## config.mk

```make
export PLATFORM = sky130hd
export DESIGN_NAME = demux_deserializer
export DESIGN_NICKNAME = d
export VERILOG_FILES = /design/src/rtl/demux_deserializer.sv
export SDC_FILE = /design/constraint.sdc
export NUM_CORES = 1
export LEC_CHECK = 0
export ABC_AREA = 1
export CAP_MARGIN = 20
export CORE_MARGIN = 2
export CORE_UTILIZATION = 44
export CTS_CLUSTER_SIZE = 28
export DETAILED_ROUTE_END_ITERATION = 16
export PLACE_DENSITY = 0.72
export RECOVER_POWER = 50
export SLEW_MARGIN = 20
export SYNTH_ARGS = -nofsm -noshare
export SYNTH_HDL_FRONTEND = slang
export SYNTH_SLANG_ARGS = --single-unit
```

## constraint.sdc

```tcl
create_clock -name clk -period 1.35 [get_ports clk]
set_input_delay 0.27 -clock clk [delete_from_list [all_inputs] [get_ports clk]]
set_output_delay 0.27 -clock clk [all_outputs]
set_load 0.02 [all_outputs]
```

## src/rtl/demux_deserializer.sv

```systemverilog
// Sequential 1:2**N demultiplexer: reassembles a qualified serial stream (a[0] first)
// into a W-bit word on a valid/ready register. Define DESER_PARITY_EN for a trailing even-parity bit.
module demux_deserializer #(
  parameter int N = 3
) (
  input  logic               clk,
  input  logic               reset,
  input  logic               start,
  input  logic               din_valid,
  input  logic               din,
  input  logic               out_ready,
  input  logic               overrun_clr,
  output logic [(1<<N)-1:0]  q,
  output logic               q_valid,
  output logic               busy,
  output logic [N-1:0]       s,
  output logic               overrun,
  output logic               parity_err
);
  localparam int W = 1 << N;

`ifdef DESER_PARITY_EN
  typedef enum logic [1:0] {IDLE = 2'd0, SHIFT = 2'd1, PARITY = 2'd2} state_t;
`else
  typedef enum logic {IDLE = 1'b0, SHIFT = 1'b1} state_t;
`endif

  // Handshake: q is offered while q_valid=1; a transfer happens on any edge
  // with q_valid & out_ready. A completing word always loads, even over an
  // unconsumed one (flagged by overrun unless that same edge transfers).
  state_t         state_q, state_n;
  logic [N-1:0]   s_q, s_n;
  logic [W-2:0]   shadow_q, shadow_n;
  logic [W-1:0]   q_q, q_n;
  logic           qv_q, qv_n;
  logic           ovr_q, ovr_n;
  logic           complete;
  logic [W-1:0]   word_n;
`ifdef DESER_PARITY_EN
  logic           msb_q, msb_n;
  logic           perr_q, perr_n;
`endif

  always_ff @(posedge clk) begin
    if (reset) begin
      state_q  <= IDLE;
      s_q      <= '0;
      shadow_q <= '0;
      q_q      <= '0;
      qv_q     <= 1'b0;
      ovr_q    <= 1'b0;
`ifdef DESER_PARITY_EN
      msb_q    <= 1'b0;
      perr_q   <= 1'b0;
`endif
    end else begin
      state_q  <= state_n;
      s_q      <= s_n;
      shadow_q <= shadow_n;
      q_q      <= q_n;
      qv_q     <= qv_n;
      ovr_q    <= ovr_n;
`ifdef DESER_PARITY_EN
      msb_q    <= msb_n;
      perr_q   <= perr_n;
`endif
    end
  end

  always_comb begin
    state_n  = state_q;
    s_n      = s_q;
    shadow_n = shadow_q;
    complete = 1'b0;
    word_n   = {din, shadow_q};
`ifdef DESER_PARITY_EN
    msb_n    = msb_q;
    perr_n   = perr_q;
`endif
    case (state_q)
      IDLE: begin
        if (start && din_valid) begin
          shadow_n    = '0;
          shadow_n[0] = din;
          s_n         = N'(1);
          state_n     = SHIFT;
        end
      end
      SHIFT: begin
        // start resynchronises and outranks completion
        if (start) begin
          shadow_n = '0;
          if (din_valid) begin
            shadow_n[0] = din;
            s_n         = N'(1);
          end else begin
            s_n     = '0;
            state_n = IDLE;
          end
        end else if (din_valid) begin
          if (s_q == N'(W - 1)) begin
            s_n = '0;
`ifdef DESER_PARITY_EN
            msb_n   = din;
            state_n = PARITY;
`else
            complete = 1'b1;
            state_n  = IDLE;
`endif
          end else begin
            shadow_n[s_q] = din;
            s_n           = s_q + 1'b1;
          end
        end
      end
`ifdef DESER_PARITY_EN
      PARITY: begin
        if (start) begin
          shadow_n = '0;
          if (din_valid) begin
            shadow_n[0] = din;
            s_n         = N'(1);
            state_n     = SHIFT;
          end else begin
            s_n     = '0;
            state_n = IDLE;
          end
        end else if (din_valid) begin
          complete = 1'b1;
          word_n   = {msb_q, shadow_q};
          perr_n   = (^{msb_q, shadow_q}) ^ din;
          state_n  = IDLE;
        end
      end
`endif
      default: begin
        state_n = IDLE;
        s_n     = '0;
      end
    endcase

    q_n   = q_q;
    qv_n  = qv_q;
    ovr_n = ovr_q;
    if (overrun_clr) ovr_n = 1'b0;
    // set is evaluated after clear so a same-cycle set wins
    if (complete) begin
      q_n  = word_n;
      qv_n = 1'b1;
      if (qv_q && !out_ready) ovr_n = 1'b1;
    end else if (qv_q && out_ready) begin
      qv_n = 1'b0;
    end
  end

  always_comb begin
    busy    = (state_q != IDLE);
    s       = s_q;
    q       = q_q;
    q_valid = qv_q;
    overrun = ovr_q;
`ifdef DESER_PARITY_EN
    parity_err = perr_q;
`else
    parity_err = 1'b0;
`endif
  end

endmodule

```

==> out/metrics.yaml <==
status: "complete, no violations"
die_x_um: 53.0
clock_latency_ps: 300
setup.worst_path.end_class: "register"
yosysSeqAreaShare_pct: 39.9
postSynthCellCount: 147
maxSlewViolCount: 0
syn_nets: 156
antenna_found_initial: 0
root_buffer: "clkbuf_4"
port_buffers: 20
synth.distinct_cells: 23
cap_violations: 0
gp_congestion: 0.806
power_leakage_nw: 0.688
synthesis.area_mm2: 0.00105
rsz0062_at_grt: "true"
fillerInstances: 212
clk_pin_slew_worst_paths_ps: 120
p_per_area_mw_per_mm2: 764
num_antenna_cells: 0
yosysWarnings: 0
ir_drop_v: 0.000567
dp.cells: 199
crit_fanout: 5
fin_skew_ps: 5.75
antenna_left: 0
die_h_um: 53.0
crit_required_ps: 1550
coreArea_mm2: 0.00223
rows: 17
hold_viol: 0
dr.pass1.iters: 4
vias: 1041
io_pins: 22
cts_inserted_buffers: 3
startpoint_type: "register"
critical_path_class: "register to register"
gr-usage-all-layers_pct: 19.9
holdWs_ps: 395
post-route-period-util_pct: 99.8
grt_pass1_vias: 1002
fin_cells: 205
final_net_count: 187
synth-seq-cells: 21
routed_via_density: 5.08
finalSetupViolCount: 0
syn_avg_cell_area_um2: 7.18
fin_crit_ps: 1350
cts_hold_buf: 0
cts_tree: "built"
overflow: 0
htree_levels: 1
clock_sinks: 21
die_area_mm2: 0.00280
drive_gt1_share_pct: 20.9
totalWireLength_um: 2400
drc: 0
syn_to_final_growth_pct: 33.3
cts.path.max_buffers: 2
max_freq_mhz: 742
grt_max_degree: 17
hp-class: "input pin to register"
start_util_pct: 47.2
dp_hpwl_um: 1760
grt_pass1_wl_um: 4110
crit_arrival_ps: 1550
routedWlPerCell_um: 11.7
drt_iter0_markers: 23
## cell usage in the layout (no fill, tap or decap), types with 5 or more instances in the layout
| cell type | instances |
|---|---|
| nor2_1 | 20 |
| nand3_1 | 14 |
| dfxtp_1 | 18 |
| a21oi_1 | 12 |
| clkdlybuf4s50_1 | 5 |
| dlygate4sd2_1 | 13 |
| nand2_1 | 27 |
| o21ai_1 | 9 |
| buf_4 | 10 |
| nand4_1 | 6 |
| inv_1 | 12 |
## per-layer routing
metal,vias to the layer above,part of all wire [%],global-route usage [%]
met2,34,50,33.5
met4,0,1.3,8.12
met5,-,0,0
met1,467,43,25.0
li1,536,-,-
met3,4,5.2,3.39
## logic make-up after synthesis
| kind of cell | after synthesis | share of synthesized area [%] |
|---|---|---|
| buf+inv | 22 | 11.5 |
| other cells | 1 | 0.356 |
| compound gates | 25 | 12.6 |
| flops | 21 | 39.9 |
| simple gates | 76 | 33.3 |
| fa+ha+maj | 2 | 2.37 |
## sequential cells by signal, summed over array words and instances, names as in the netlist
signal / cells
q_valid: 1
q: 8
overrun: 1
busy: 1
shadow_q: 7
s: 3
## critical path, stage by stage (launching register included)
cell,delay [ps]
dfxtp_4,390
ha_4,140
ha_4,150
nand2_4,60
nor3_4,220
buf_6,160
buf_4,100
a21oi_2,40
## layout make-up
type,count,area [µm²],share of cell area [%]
multi-input cells,104,563,40.0
well taps,28,35.0,2.49
inverters,15,56.3,4.00
clock buffers,4,26.3,1.87
repair buffers,33,297,21.1
flip-flops and latches,21,429,30.5
## what timing repair did
| action | 4_1_cts | 5_1_grt |
|---|---|---|
| setup buffers | 2 | 0 |
| gates resized for setup | 20 | 6 |
| pin swaps | 1 | 1 |
| setup endpoints to repair | 23 | 16 |
## through the flow
step,power [mW],worst slack [ps],instance area [µm²],TNS (ps),util (%)
2_1_floorplan,0.736,-4.23,1100,-4.23,-
5_1_grt,1.14,-68.4,1410,-537,63.0
6_report,1.08,2.95,1410,0,63.0
4_1_cts,1.09,-2.18,1390,-2.18,62.3
3_3_place_gp,0.786,-259,1350,-4270,60.6
3_5_place_dp,0.790,-335,1350,-5280,60.6
## where the power goes
group / leakage, nW / total, mW / switching, mW / internal [mW]
logic: 0.502 / 0.144 / 0.0867 / 0.0577
clock network: 0.0150 / 0.300 / 0.185 / 0.115
registers: 0.172 / 0.630 / 0.00517 / 0.625
## path summary, 6_finish.rpt
| path | from | end | slack (ps) | cells after the start |
|---|---|---|---|---|
| min | din_valid | s[1] | 390 | 3 |
| max reg2reg | s[1] | q[7] | 3 | 7 |
| max | s[1] | q[7] | 3 | 7 |
| min reg2reg | shadow_q[3] | shadow_q[3] | 470 | 2 |
## cell usage after synthesis
master    number  area, µm²
buf_2          1       5.00
buf_6          3       33.8
inv_2          3       11.3
buf_8          1       15.0
inv_1         12       45.0
conb_1         1       3.75
nor2_1        21       78.8
ha_1           2       25.0
nand4_1        6       37.5
clkbuf_1       1       3.75
o21ai_0        2       10.0
dfxtp_1       21        420
a21oi_1       12       60.1
nand2_4        1       11.3
nand2_1       28        105
nand2_2        2       12.5
nor2_2         1       6.26
nor3_2         1       10.0
buf_4          1       7.51
nand3_2        2       20.0
nand3_1       14       70.1
a21oi_2        2       17.5
o21ai_1        9       45.0
Note: power is estimated with default switching activity, not from simulation.
